<file path="src/rtl/fwd_pkg.sv">
// +----------------------------------------------------------------------------+
// | fwd_pkg: shared types for the forwarding / load-use hazard unit            |
// | Rev 1.0                                                                    |
// +----------------------------------------------------------------------------+
`default_nettype none

package fwd_pkg;

  // Slot field widths; the top-level XLEN/REG_AW parameters must match these.
  localparam int unsigned FWD_XLEN   = 32;
  localparam int unsigned FWD_REG_AW = 5;

  localparam logic [1:0] FWD_RF  = 2'b00;
  localparam logic [1:0] FWD_WB  = 2'b01;
  localparam logic [1:0] FWD_MEM = 2'b10;
  localparam logic [1:0] FWD_LD  = 2'b11;

  typedef enum logic [0:0] {
    RUN   = 1'b0,
    STALL = 1'b1
  } fsm_state_e;

  typedef struct packed {
    logic                  valid;
    logic [FWD_REG_AW-1:0] rd;
    logic                  we;
    logic                  is_load;
    logic [FWD_XLEN-1:0]   data;
  } slot_t;

  localparam slot_t SLOT_BUBBLE = '0;

  function automatic logic slot_writes(input slot_t s, input logic [FWD_REG_AW-1:0] r);
    return s.valid && s.we && (s.rd == r) && (r != '0);
  endfunction

endpackage

`default_nettype wire

</file>
<file path="src/rtl/fwd_operand_sel.sv">
// +----------------------------------------------------------------------------+
// | fwd_operand_sel: compare-and-mux for one EX source operand                 |
// | Build option: FWD_LOAD_BYPASS_EN enables the MEM load-data select (11).    |
// | Rev 1.0                                                                    |
// +----------------------------------------------------------------------------+
`default_nettype none

module fwd_operand_sel
  import fwd_pkg::*;
#(
  parameter int unsigned XLEN   = FWD_XLEN,
  parameter int unsigned REG_AW = FWD_REG_AW
) (
  input  slot_t             mem_slot_i,
  input  slot_t             wb_slot_i,
  input  logic [REG_AW-1:0] rs_i,
  input  logic [XLEN-1:0]   rdata_i,
  input  logic [XLEN-1:0]   load_data_i,
  output logic [XLEN-1:0]   op_o,
  output logic [1:0]        sel_o
);

`ifdef FWD_LOAD_BYPASS_EN
  localparam logic LD_BYPASS = 1'b1;
`else
  localparam logic LD_BYPASS = 1'b0;
`endif

  logic mem_hit;
  logic wb_hit;

  assign mem_hit = slot_writes(mem_slot_i, rs_i);
  assign wb_hit  = slot_writes(wb_slot_i, rs_i);

  // Youngest writer wins; a MEM load only forwards when memory is single-cycle.
  always_comb begin
    sel_o = FWD_RF;
    if (mem_hit && !mem_slot_i.is_load) begin
      sel_o = FWD_MEM;
    end else if (LD_BYPASS && mem_hit && mem_slot_i.is_load) begin
      sel_o = FWD_LD;
    end else if (wb_hit) begin
      sel_o = FWD_WB;
    end
  end

  always_comb begin
    op_o = rdata_i;
    case (sel_o)
      FWD_RF:  op_o = rdata_i;
      FWD_WB:  op_o = wb_slot_i.data;
      FWD_MEM: op_o = mem_slot_i.data;
      FWD_LD:  op_o = load_data_i;
    endcase
  end

endmodule

`default_nettype wire

</file>
<file path="src/rtl/fwd_bypass_unit.sv">
// +----------------------------------------------------------------------------+
// | fwd_bypass_unit: MEM/WB writer tracking, operand forwarding, load-use stall|
// | Build option: FWD_LOAD_BYPASS_EN removes the stall for single-cycle DMEM.  |
// | Rev 1.0                                                                    |
// +----------------------------------------------------------------------------+
`default_nettype none

module fwd_bypass_unit
  import fwd_pkg::*;
#(
  parameter int unsigned XLEN   = FWD_XLEN,
  parameter int unsigned NSRC   = 2,
  parameter int unsigned REG_AW = FWD_REG_AW
) (
  input  logic                   clk,
  input  logic                   rst,
  input  logic                   adv_i,
  input  logic                   flush_i,
  input  logic                   ex_valid_i,
  input  logic [REG_AW-1:0]      ex_rd_i,
  input  logic                   ex_we_i,
  input  logic                   ex_is_load_i,
  input  logic [XLEN-1:0]        ex_result_i,
  input  logic [NSRC*REG_AW-1:0] ex_rs_i,
  input  logic [NSRC*XLEN-1:0]   ex_rdata_i,
  input  logic [XLEN-1:0]        mem_load_data_i,
  output logic [NSRC*XLEN-1:0]   op_o,
  output logic [NSRC*2-1:0]      fwd_sel_o,
  output logic                   stall_o
);

  slot_t mem_q, mem_d;
  slot_t wb_q,  wb_d;

`ifdef FWD_LOAD_BYPASS_EN
  assign stall_o = 1'b0;
`else
  fsm_state_e       state_q;
  logic [NSRC-1:0]  ld_hit;

  for (genvar k = 0; k < NSRC; k++) begin : g_ld_hit
    assign ld_hit[k] = mem_q.is_load && slot_writes(mem_q, ex_rs_i[k*REG_AW +: REG_AW]);
  end

  // Only RUN may stall, so a stall is never followed by another; flush wins.
  assign stall_o = (state_q == RUN) && (|ld_hit) && !flush_i;

  always_ff @(posedge clk or posedge rst) begin
    if (rst) begin
      state_q <= RUN;
    end else begin
      case (state_q)
        RUN:     state_q <= stall_o ? STALL : RUN;
        STALL:   state_q <= RUN;
        default: state_q <= RUN;
      endcase
    end
  end
`endif

  always_comb begin
    mem_d = mem_q;
    wb_d  = wb_q;
    if (adv_i || stall_o) begin
      wb_d = mem_q;
      if (mem_q.is_load) begin
        wb_d.data = mem_load_data_i;
      end
      if (stall_o || flush_i || !ex_valid_i) begin
        mem_d = SLOT_BUBBLE;
      end else begin
        mem_d = '{valid: 1'b1, rd: ex_rd_i, we: ex_we_i,
                  is_load: ex_is_load_i, data: ex_result_i};
      end
    end
  end

  always_ff @(posedge clk or posedge rst) begin
    if (rst) begin
      mem_q <= SLOT_BUBBLE;
      wb_q  <= SLOT_BUBBLE;
    end else begin
      mem_q <= mem_d;
      wb_q  <= wb_d;
    end
  end

  for (genvar k = 0; k < NSRC; k++) begin : g_src
    fwd_operand_sel #(
      .XLEN   (XLEN),
      .REG_AW (REG_AW)
    ) u_sel (
      .mem_slot_i  (mem_q),
      .wb_slot_i   (wb_q),
      .rs_i        (ex_rs_i[k*REG_AW +: REG_AW]),
      .rdata_i     (ex_rdata_i[k*XLEN +: XLEN]),
      .load_data_i (mem_load_data_i),
      .op_o        (op_o[k*XLEN +: XLEN]),
      .sel_o       (fwd_sel_o[k*2 +: 2])
    );
  end

endmodule

`default_nettype wire

</file>
<file path="config.mk">
export PLATFORM = sky130hd
export DESIGN_NAME = fwd_bypass_unit
export DESIGN_NICKNAME = d
export VERILOG_FILES = /design/src/rtl/fwd_pkg.sv /design/src/rtl/fwd_operand_sel.sv /design/src/rtl/fwd_bypass_unit.sv
export SDC_FILE = /design/constraint.sdc
export NUM_CORES = 1
export LEC_CHECK = 0
export CAP_MARGIN = 20
export CORE_ASPECT_RATIO = 1.1
export CORE_MARGIN = 5
export CORE_UTILIZATION = 43
export CTS_CLUSTER_DIAMETER = 60
export CTS_CLUSTER_SIZE = 40
export DETAILED_ROUTE_END_ITERATION = 7
export PLACE_DENSITY = 0.78
export SETUP_SLACK_MARGIN = 0.15
export SLEW_MARGIN = 25
export SYNTH_ARGS = -nofsm -noshare
export SYNTH_HDL_FRONTEND = slang
export SYNTH_SLANG_ARGS = --single-unit
</file>
<file path="constraint.sdc">
create_clock -name clk -period 3.3 [get_ports clk]
set_input_delay 0.66 -clock clk [delete_from_list [all_inputs] [get_ports clk]]
set_output_delay 0.66 -clock clk [all_outputs]
set_load 0.01 [all_outputs]
</file>
==> flow_metrics.env <==
export IMPL_antenna_left=0
export IMPL_synth_area_leaders="dfrtp_1, mux2i_1, a22o_1"
export IMPL_criticalPathCategory="reg -> out"
export IMPL_worstPathRequired_ps=2640
export IMPL_clockPowerShare_pct=41.2
export IMPL_synthSimpleGateAreaFrac_pct=10.6
export IMPL_cts_hold_buf=0
export IMPL_grt_max_degree=44
export IMPL_slew_headroom_pct=47.8
export IMPL_status="completed"
export IMPL_comb_power_share_pct=18.4
export IMPL_die_w_um=112
export IMPL_synthMuxAreaShare_pct=21.2
export IMPL_grt_overflow=0
export IMPL_synth_nets=657
export IMPL_synthFlopType="dfrtp_1"
export IMPL_max_vdd_ir_drop_v=0.000285
export IMPL_crit_family="simple AND/OR/NAND/NOR gates"
export IMPL_dr_first_iter_drc_count=380
export IMPL_slowest_stage="clkdlybuf4s50_1"
export IMPL_grt_antenna_before_repair=0
export IMPL_ys_ff_latch=80
export IMPL_yosysUniqueCellTypes=27
export IMPL_cts_tree="yes"
export IMPL_clockBufferDepth=2
export IMPL_crit_fanout=13
export IMPL_synthTopCellsByCount="mux2i_1, dfrtp_1, nand2_1"
export IMPL_power_density_nw_per_um2=360
export IMPL_avgSynthCellArea_um2=9.69
export IMPL_critPathMaxStageDelay_ps=540
export IMPL_post_synth_top_area_cell="dfrtp_1"
export IMPL_yosys_area_top_type_share_pct=40.7
export IMPL_yosysSeqAreaShare_pct=40.7
export IMPL_routabilityCongestion=0.891
export IMPL_num_vias=5080
export IMPL_arrival_ps=2500
export IMPL_r2r_cells=8
export IMPL_antennaDiodeCount=0
export IMPL_power_switching_mw=0.690
export IMPL_tightest_slew_ps=783
export IMPL_drive_gt1_share_pct=21.2
export IMPL_portBuffers=218
export IMPL_clock_latency_ps=340
export IMPL_die_h_um=122
export IMPL_dp_hpwl_um=12600
export IMPL_end_kind="output pin"
export IMPL_drt_first_pass_iters=5
export IMPL_switching_share_pct=24.3
export IMPL_core_rowCount=41
export IMPL_fp_dieArea_um2=13700
export IMPL_netlist_area_um2=4910
export IMPL_timing_hold_ws_ps=507
export IMPL_clock_sinks=80
export IMPL_hold_path_depth=1
export IMPL_drv_slew=0
export IMPL_cp_num_buf_inv=2
export IMPL_start_kind="flip-flop"
export IMPL_grt_total_usage_pct=25.7
export IMPL_synth_compound_area_share_pct=18.8
export IMPL_finalWirelength_um=18500
export IMPL_clk_transition_reported_paths_ps=60
export IMPL_hold_viol_final=0
export IMPL_pre_cts_slack_ps=-549
export IMPL_post_route_period_util_pct=95.7
export IMPL_drc=0
export IMPL_synthArstFlopShare_pct=100
export IMPL_fin_ws_ps=143
export IMPL_leakage_nw=3.21
export IMPL_syn_inst=507
export IMPL_crit_chain="xnor2_2 > nand4_1 > or4_4 > nor2_4 > buf_12 > clkdlybuf4s50_1"
export IMPL_internal_power_mw=2.15
export IMPL_nets=899
export IMPL_drv_cap=0
export IMPL_synth_yosys_warnings=0
export IMPL_clockRootBuffer="clkbuf_16"
export IMPL_synth_xor_area_share_pct=3.56
export IMPL_hp_class="reg -> reg"
export IMPL_setup_violations_final=0
export IMPL_h_tree_depth=3
export IMPL_area_delta_synth_final_pct=60.4
export IMPL_synth_enable_flop_cells=0
export IMPL_synth_top_family_by_area="multiplexers"
export IMPL_cts_buffers=9
export IMPL_grt_pass1_wl_um=28000
export IMPL_period_needed_ps=3160
export IMPL_fin_skew_ps=4.91
export IMPL_yosysMostFrequentCell="mux2i_1"
export IMPL_synth_fa_ha_area_share_pct=0
export IMPL_io_pins=219
export IMPL_crit_cells=6
export IMPL_core_area_um2=11300
export IMPL_initial_core_util_pct=43.4
export IMPL_rsz0062_at_grt="yes"
export IMPL_wire_per_inst_um=20.5
export IMPL_seq_power_share_pct=40.5
export IMPL_viasPerCell=5.62
export IMPL_fmax_mhz=317
export IMPL_grt_pass1_vias=5184
[power groups by stage]
stage / combinational [mW] / clock [mW] / sequential [mW]
final: 0.521 / 1.17 / 1.15
after global placement: 0.537 / 0 / 1.16
after global routing: 0.565 / 1.21 / 1.16
after detailed placement: 0.553 / 0 / 1.16
after CTS: 0.525 / 1.18 / 1.15
after floorplan: 0.243 / 0 / 1.13
[final timing paths]
path                                 from            to  slack [ps]
min in group asynchronous             rst     mem_q[20]         760
worst max-delay path            mem_q[35]  fwd_sel_o[3]         140
worst min register to register   wb_q[39]      wb_q[39]         510
max in group asynchronous             rst     mem_q[35]        1730
worst min-delay path             wb_q[39]      wb_q[39]         510
worst max register to register  mem_q[36]      wb_q[27]         520
[layout by cell type, fill, tap and decap left out, types with 3 or more instances in the layout]
| cell | instances |
|---|---|
| buf_12 | 8 |
| nor2_4 | 3 |
| o21ai_0 | 47 |
| nand2_1 | 67 |
| a22oi_1 | 32 |
| nor2_1 | 32 |
| xnor2_2 | 3 |
| xor2_1 | 4 |
| mux2i_1 | 95 |
| bufinv_16 | 3 |
| xnor2_1 | 13 |
| mux2_1 | 7 |
| nand4_1 | 4 |
| buf_2 | 47 |
| buf_4 | 30 |
| clkdlybuf4s50_1 | 139 |
| buf_16 | 5 |
| buf_6 | 10 |
| dfrtp_1 | 78 |
| o21ai_2 | 3 |
| or4_4 | 3 |
| o21ai_1 | 14 |
| a22o_1 | 39 |
| dlygate4sd2_1 | 14 |
| clkbuf_16 | 11 |
| clkbuf_2 | 16 |
[area by class of cell]
type | instances | area (µm²)
timing repair buffer | 275 | 2570
tap | 150 | 188
sequential | 80 | 2000
fill | 862 | 3450
inverter | 3 | 17.5
clock inverter | 5 | 103
clock buffer | 11 | 253
multi-input combinational | 380 | 2750
[state kept, by name, summed over array words and instances, names as in the netlist]
register and cells:
mem_q 40, wb_q 39, state_q 1
[cell families (layout without fill, tap and decap cells)]
kind of cell / count (synthesis) / count (layout)
compound gates: 138 / 138
simple gates: 119 / 119
mux: 103 / 103
flops: 80 / 80
buf+inv: 47 / 294
xor+xnor: 20 / 20
[stage by stage]
stage / cell area, µm² / util [%] / setup TNS (ps) / power (mW) / cells
floorplan: 4910 / - / 0 / 1.37 / 507
global placement: 7410 / 65.4 / -31020 / 1.69 / 863
detailed placement: 7410 / 65.4 / -36190 / 1.71 / 863
CTS: 7880 / 69.5 / 0 / 2.85 / 895
global route: 7880 / 69.5 / 0 / 2.94 / 904
finish: 7880 / 69.5 / 0 / 2.84 / 904
[metal layers]
metal | wire [µm] | track usage, %
met1 | 7460 | 31.9
met3 | 1260 | 4.67
met2 | 9180 | 44.6
met4 | 627 | 10.4
met5 | 0 | 0
[what timing repair did]
item	CTS	global route
pin swaps	16	10
cloned	6	3
endpoints found under the setup margin	74	68
gates resized for setup	247	67
setup buffers	10	6
Power figures use the tool's default switching activity.
